===== src/rtl/sym_pkg.sv =====
// Shared definitions for the 2-bit differential symbol link receiver.
//   state_t      : decoder FSM states (2-bit encoding)
//   *_D          : default framing parameters
//   ERR_MAX      : saturation value of the parity error counter
package sym_pkg;

  typedef enum logic [1:0] {
    HUNT  = 2'd0,
    ARMED = 2'd1,
    DATA  = 2'd2,
    CHECK = 2'd3
  } state_t;

  localparam logic [1:0] SYNC_SYM_D  = 2'b11;
  localparam int unsigned SYNC_LEN_D  = 4;
  localparam int unsigned FRAME_LEN_D = 4;
  localparam logic [7:0] ERR_MAX     = 8'hFF;

endpackage


===== src/rtl/sym_diff_dec.sv =====
// Differential symbol decoder: decoded = y ^ previous accepted symbol.
//   clk, rst     : clock, synchronous active-low reset
//   in_valid     : y is accepted this cycle (prev updates only then)
//   y            : raw received symbol
//   decoded      : combinational decode of the current y
module sym_diff_dec (
  input  logic       clk,
  input  logic       rst,
  input  logic       in_valid,
  input  logic [1:0] y,
  output logic [1:0] decoded
);

  logic [1:0] prev;

  always_ff @(posedge clk) begin
    if (!rst)          prev <= 2'b00;
    else if (in_valid) prev <= y;
  end

  assign decoded = y ^ prev;

endmodule


===== src/rtl/sym_decoder.sv =====
// Receive-side frame decoder for the 2-bit differential symbol link.
// Hunts for a sync run, emits FRAME_LEN decoded payload pairs, then checks
// one parity symbol against the XOR of the decoded payload.
//   clk, rst               : clock, synchronous active-low reset
//   in_valid, y            : symbol input
//   out_valid, a, b        : decoded payload pair (a = bit 1, b = bit 0)
//   frame_start, frame_end : qualify first / last payload pair of a frame
//   frame_ok, err          : parity result pulses
//   locked                 : state is ARMED, DATA or CHECK
//   err_count              : saturating parity error count
// All outputs are registered (latency 1 from the accepting edge).
module sym_decoder
  import sym_pkg::*;
#(
  parameter logic [1:0]  SYNC_SYM  = SYNC_SYM_D,
  parameter int unsigned SYNC_LEN  = SYNC_LEN_D,
  parameter int unsigned FRAME_LEN = FRAME_LEN_D
) (
  input  logic       clk,
  input  logic       rst,
  input  logic       in_valid,
  input  logic [1:0] y,
  output logic       out_valid,
  output logic       a,
  output logic       b,
  output logic       frame_start,
  output logic       frame_end,
  output logic       frame_ok,
  output logic       err,
  output logic       locked,
  output logic [7:0] err_count
);

  localparam logic [3:0] RUN_SYNC = 4'(SYNC_LEN);
  localparam logic [3:0] RUN_LAST = 4'(SYNC_LEN - 1);
  localparam logic [8:0] IDX_LAST = 9'(FRAME_LEN);

  state_t     state, state_n;
  logic [3:0] run, run_n;
  logic [7:0] idx, idx_n;
  logic [1:0] par, par_n;
  logic [1:0] dec, ab_n;
  logic       ov_n, fs_n, fe_n, ok_n, err_n;
  logic [7:0] ec_n;

  sym_diff_dec u_diff (
    .clk      (clk),
    .rst      (rst),
    .in_valid (in_valid),
    .y        (y),
    .decoded  (dec)
  );

  always_comb begin
    state_n = state;
    run_n   = run;
    idx_n   = idx;
    par_n   = par;
    ov_n    = 1'b0;
    fs_n    = 1'b0;
    fe_n    = 1'b0;
    ok_n    = 1'b0;
    err_n   = 1'b0;
    ab_n    = 2'b00;
    ec_n    = err_count;
    if (in_valid) begin
      unique case (state)
        HUNT: begin
          if (y == SYNC_SYM) begin
            // run saturates at SYNC_LEN; reaching it arms the decoder
            if (run >= RUN_LAST) begin
              run_n   = RUN_SYNC;
              state_n = ARMED;
            end else begin
              run_n = run + 4'd1;
            end
          end else begin
            run_n = 4'd0;
          end
        end
        ARMED: begin
          // further sync symbols just extend the run
          if (y != SYNC_SYM) begin
            ov_n  = 1'b1;
            fs_n  = 1'b1;
            ab_n  = dec;
            par_n = dec;
            idx_n = 8'd1;
            if (FRAME_LEN == 1) begin
              fe_n    = 1'b1;
              state_n = CHECK;
            end else begin
              state_n = DATA;
            end
          end
        end
        DATA: begin
          // no escaping: sync-valued symbols are payload here
          ov_n  = 1'b1;
          ab_n  = dec;
          par_n = par ^ dec;
          idx_n = idx + 8'd1;
          if ({1'b0, idx} + 9'd1 == IDX_LAST) begin
            fe_n    = 1'b1;
            state_n = CHECK;
          end
        end
        CHECK: begin
          if (dec == par) begin
            ok_n    = 1'b1;
            state_n = ARMED;
          end else begin
            err_n   = 1'b1;
            if (err_count != ERR_MAX) ec_n = err_count + 8'd1;
            run_n   = 4'd0;
            state_n = HUNT;
          end
        end
      endcase
    end
  end

  always_ff @(posedge clk) begin
    if (!rst) begin
      state       <= HUNT;
      run         <= 4'd0;
      idx         <= 8'd0;
      par         <= 2'b00;
      out_valid   <= 1'b0;
      a           <= 1'b0;
      b           <= 1'b0;
      frame_start <= 1'b0;
      frame_end   <= 1'b0;
      frame_ok    <= 1'b0;
      err         <= 1'b0;
      locked      <= 1'b0;
      err_count   <= 8'd0;
    end else begin
      state       <= state_n;
      run         <= run_n;
      idx         <= idx_n;
      par         <= par_n;
      out_valid   <= ov_n;
      a           <= ab_n[1];
      b           <= ab_n[0];
      frame_start <= fs_n;
      frame_end   <= fe_n;
      frame_ok    <= ok_n;
      err         <= err_n;
      locked      <= (state_n != HUNT);
      err_count   <= ec_n;
    end
  end

endmodule


===== config.mk =====
export PLATFORM = sky130hd
export DESIGN_NAME = sym_decoder
export DESIGN_NICKNAME = d
export VERILOG_FILES = /design/src/rtl/sym_pkg.sv /design/src/rtl/sym_diff_dec.sv /design/src/rtl/sym_decoder.sv
export SDC_FILE = /design/constraint.sdc
export NUM_CORES = 1
export LEC_CHECK = 0
export ABC_AREA = 1
export CAP_MARGIN = 5
export CORE_MARGIN = 2
export CORE_UTILIZATION = 55
export CTS_CLUSTER_SIZE = 24
export DETAILED_ROUTE_END_ITERATION = 8
export PLACE_DENSITY_LB_ADDON = 0.25
export SETUP_SLACK_MARGIN = 0.05
export SYNTH_ARGS = -nofsm -noshare
export SYNTH_HDL_FRONTEND = slang
export SYNTH_SLANG_ARGS = --single-unit

===== constraint.sdc =====
create_clock -name clk -period 1.6 [get_ports clk]
set_clock_uncertainty 0.05 [all_clocks]
set_input_delay 0.4 -clock clk [delete_from_list [all_inputs] [get_ports clk]]
set_output_delay 0.4 -clock clk [all_outputs]
set_load 0.005 [all_outputs]

Word level (Yosys, flattened, before mapping) --
Index checks and enable logic that the tools add are counted. Widths: inputs -> output; s select.
Operators by class: bitwise logic cells 3, add/sub/neg operators 4, equality and inequality tests 10, muxes and demuxes 22, reduce and logical (&&, ||, !) cells 11, magnitude comparators 1
Operators with widths (number):
- $add 8x1->8 const B | 2
- $pmux 8 s2 | 1
- $reduce_and 3->1 | 5
- $mux 2 | 7
- $mux 4 | 3
- $add 8x1->9 const B | 1
- $eq 9x3->1 const B | 1
- $mux 8 | 1
- $ne 8x8->1 const B | 1
- $pmux 2 s2 | 2
- $pmux 2 s4 | 1
- $pmux 4 s2 | 1
- $eq 2x2->1 const B | 3
- $ne 2x2->1 const B | 3
- $reduce_bool 2->1 | 3
- $mux 1 | 5
- $add 4x1->4 const B | 1
- $ge 4x2->1 const B | 1
- $reduce_and 4->1 | 1
- $xor 2x2->2 | 2
- $eq 2x1->1 const B | 1
- $eq 2x2->1 | 1
- $logic_not 2->1 | 1
- $pmux 1 s2 | 1
- other kinds (2) | 2
Storage, ports and cells: logic and storage cells 65, flip-flop bits (word level) 34

Longest topological paths before layout --
word-level depth 6, mapped depth 12, depth with buffers taken out 12

Modules after synthesis --
Synthesis repeated with hierarchy kept, for this count alone.
Second synthesis, totals: cells, all modules 253, area total of the unflattened synthesis 1834.3 sq um
By module, submodules not included:
- sym_decoder | area an instance 1734.2 sq um, times used 1, sequential area each 640.6 sq um, cells an instance 239
- sym_diff_dec | area an instance 100.1 sq um, times used 1, sequential area each 40.0 sq um, cells an instance 14

Least setup slack after synthesis --
No wires, ideal clock.
path kind reg-to-reg, from reg state[0], to reg idx[2], library setup time 0.070 ns, clock period less this slack 1.422 ns, arrival time 1.301 ns, path slack 0.178 ns, path buffers 0, cell stages (with the launch flop) 9, cell sequence dfxtp_1 inv_1 ha_1 inv_2 nand2_2 nand3_4 nor2_4 nand3_1 a21oi_1
Between the ends: longest elaborated chain between the ends 3, elaborated cells between the ends (all ways) 6, classes of those cells eq/ne (3); mux (1); reduce/logical (2)
RTL lines:
- from (decl) | line sym_decoder.sv:38 | state_t state, state_n;
- from (signal assigned) | line sym_decoder.sv:139 | state <= state_n;
- $eq 2x1->1 / $eq 2x2->1 (equally long branches) | line sym_decoder.sv:67 | unique case (state)
- $ne 2x2->1 (no source line) / $reduce_bool 2->1 (equally long branches)
- $reduce_and 3->1 (no source line)
- to (signal assigned) | line sym_decoder.sv:141 | idx <= idx_n;
- to (decl) | line sym_decoder.sv:40 | logic [7:0] idx, idx_n;
Several ways; a longest one is shown, not always the timed one. A chain may end at the register's enable or synchronous reset.

Worst setup path after layout --
from reg state[0], to reg locked
Between the ends: longest elaborated chain between the ends 5, elaborated cells between the ends (all ways) 11, classes of those cells eq/ne (3); mux (6); reduce/logical (2)
RTL lines:
- $mux 2 | line sym_decoder.sv:71 | if (run >= RUN_LAST) begin
- $mux 2 | line sym_decoder.sv:69 | if (y == SYNC_SYM) begin
- $pmux 2 s4 | line sym_decoder.sv:67
- $mux 2 * | line sym_decoder.sv:66 | if (in_valid) begin
- $reduce_bool 2->1 * | line sym_decoder.sv:150 | locked <= (state_n != HUNT);
- to (signal assigned) | line sym_decoder.sv:150
- to (decl) | line sym_decoder.sv:30 | output logic locked,
Every way passes the cells marked *; elsewhere a longest branch is shown, timed or not.

==> impl_metrics.tcl <==
set metrics [dict create \
    status "completed" \
    postLayoutCoreUtil_pct 77.8 \
    mostFrequentLayoutCells "nand2_1, inv_1, a21oi_1, buf_4" \
    hold_violations 0 \
    die_y_um 61.1 \
    cts_hold_buf 0 \
    totalWireLength_um 4370 \
    final_common_cell "nand2_1" \
    p_seq_share_pct 57.0 \
    io_buffers 20 \
    crit_path_end_kind "flop" \
    final.fill_count 235 \
    cts_root_buf "clkbuf_4" \
    required_ns 1.79 \
    grt_max_degree 20 \
    synth_top_area_share_pct 37.9 \
    antenna_found_initial 0 \
    yosys.cell_types.count 29 \
    drtAntennaViolNets 0 \
    drt_iter0_markers 103 \
    worstPathArrival_ns 1.72 \
    hp-class "input pin to flop" \
    fin_worst_hold_slack_ns 0.345 \
    yosys.area.top_type "dfxtp_1" \
    path_clk_slew_ns 0.10 \
    p_comb_share_pct 10.1 \
    place.gp.congestion 0.843 \
    die_w_um 61.1 \
    sw_frac_of_total_pct 25.2 \
    p_total_w 0.00151 \
    cts_sinks 34 \
    grt_pass1_vias 1578 \
    switchingPower_w 0.000380 \
    start_util_pct 58.3 \
    placement.cell_area_um2 2140 \
    row_count 20 \
    setup_viol 0 \
    cts_inserted_buffers 5 \
    drc 0 \
    dieArea_um2 3740 \
    yosys_warnings 0 \
    crit_fanout 5 \
    routed_via_density 5.12 \
    grt_use_total_pct 23.6 \
    syn_area_um2 1800 \
    power_frac_clock_pct 32.9 \
    route.vias.total 1793 \
    fmax_ghz 0.656 \
    yosys-top-cells-area "dfxtp_1, nand2_1, ha_1" \
    final_cell_area_um2 2400 \
    syn_avg_cell_area_um2 7.01 \
    synth_nets 270 \
    p_leak_nw 1.11 \
    peakVddDrop_uv 494 \
    slew_violations 0 \
    ctsLongestPathBuffers 2 \
    ys_seq_elements 34 \
    start_kind "flop" \
    powerDensity_nw_per_um2 629 \
    syn_to_final_growth_pct 33.4 \
    internal_power_w 0.00113 \
    gr-total-overflow 0 \
    fin_crit_ns 1.52 \
    synth_seq_area_share_pct 37.9 \
    cts_tree "done" \
    slew_headroom_pct 83.7 \
    grt_pass1_wl_um 6530 \
    post-route-period-util_pct 95.3 \
    ios 21 \
    synth_cells 256 \
    wl_per_cell_um 12.5 \
    final_nets 319 \
    core_region_area_um2 3080 \
    path_class "flop to flop" \
    rsz0062_at_grt "yes" \
    tightest_slew_ns 0.244 \
    drive_gt1_share_pct 26.5 \
    first_pass_iters 4 \
    hpwlAfterDp_um 2710 \
    ctsHtreeMaxLevel 2 \
    maxCapViolCount 0 \
    clock_latency_ns 0.33 \
    antenna_cells 0 \
]
layout make-up:
| type | count | area, µm² | area share [%] |
|---|---|---|---|
| multi-input combinational | 186 | 1060 | 44.4 |
| sequential | 34 | 709 | 29.6 |
| timing repair buffer | 44 | 378 | 15.8 |
| inverter | 34 | 130 | 5.43 |
| clock buffer | 7 | 55.1 | 2.30 |
| tap | 44 | 55.1 | 2.30 |
| clock inverter | 1 | 5.00 | 0.209 |
registers in the layout (all words and copies together) (netlist names):
register,cells
err_count,8
idx,8
run,4
par,2
state,2
u_diff.prev,2
a,1
b,1
err,1
frame_end,1
frame_ok,1
frame_start,1
locked,1
out_valid,1
cells by family (layout without fill, tap and decap cells):
logic type | count (synthesis) | in the layout | share of synthesized area [%]
compound gates | 33 | 33 | 9.76
fa+ha+maj | 9 | 9 | 6.27
simple gates | 136 | 138 | 34.5
buf+inv | 38 | 86 | 8.64
flops | 34 | 34 | 37.9
xor+xnor | 6 | 6 | 2.93
critical path, stage by stage, from the launching register on:
cell and delay, ns:
dfxtp_2 0.39, inv_2 0.07, buf_4 0.16, ha_4 0.16
inv_1 0.05, o211ai_1 0.08, nor2_1 0.15, nand2_1 0.07
inv_1 0.05, nand2_1 0.07, nand2_2 0.07, nand2_1 0.05
routing by layer:
metal | up-vias | track usage, % | routed length [µm]
met4 | 0 | 6.52 | 29
met1 | 823 | 29.1 | 1840
met5 | - | 0 | 0
met3 | 7 | 5.67 | 237
met2 | 55 | 40.9 | 2260
li1 | 908 | - | -
worst paths after layout:
kind | from | end | slack (ns) | cells past startpoint
setup / recovery | state[0] | locked | 0.08 | 11
hold / removal | y[0] | u_diff.prev[0] | 0.35 | 3
setup reg to reg | state[0] | locked | 0.08 | 11
hold reg to reg | idx[5] | idx[5] | 0.44 | 2
power by group through the flow:
stage	logic [W]	registers [W]	clock network [W]
CTS	0.000131	0.000861	0.000515
global route	0.000169	0.000862	0.000549
floorplan	0.0000808	0.000884	0
global placement	0.000129	0.000885	0
finish	0.000152	0.000859	0.000496
detailed placement	0.000132	0.000885	0
metrics by stage:
step | setup WS [ns] | std cells | TNS, ns
after global placement | -0.300 | 330 | -6.11
after detailed placement | -0.320 | 330 | -6.70
after floorplan | 0.178 | 256 | 0
after global routing | -0.0277 | 350 | -0.0308
final | 0.0757 | 350 | 0
after CTS | 0.0527 | 345 | 0
timing repair:
| action | 4_1_cts | 5_1_grt |
|---|---|---|
| resized for setup | 32 | 29 |
| endpoints found under the hold margin | 0 | 0 |
| gates cloned | 1 | 1 |
| setup buffers | 6 | 4 |
| pin swaps | 1 | 6 |
| setup endpoints to repair | 21 | 24 |
synthesized netlist by cell type:
| master | n |
|---|---|
| nor3b_1 | 1 |
| nand3_4 | 2 |
| buf_4 | 1 |
| clkbuf_1 | 1 |
| nand2_2 | 7 |
| inv_4 | 1 |
| nor3_1 | 2 |
| nor2_1 | 21 |
| o21ai_0 | 7 |
| xnor2_1 | 3 |
| nor2_2 | 1 |
| a22oi_1 | 1 |
| nand3_1 | 14 |
| a21oi_1 | 22 |
| nand4_1 | 4 |
| inv_2 | 4 |
| buf_2 | 1 |
| dlygate4sd1_1 | 1 |
| xor2_1 | 3 |
| o211ai_1 | 2 |
| o21a_1 | 1 |
| ha_1 | 9 |
| nand3_2 | 1 |
| nand3b_1 | 2 |
| dfxtp_1 | 34 |
| nor3_2 | 1 |
| inv_1 | 29 |
| nand2_1 | 79 |
| nor2_4 | 1 |
No activity file was read; power rests on OpenSTA's default activity.
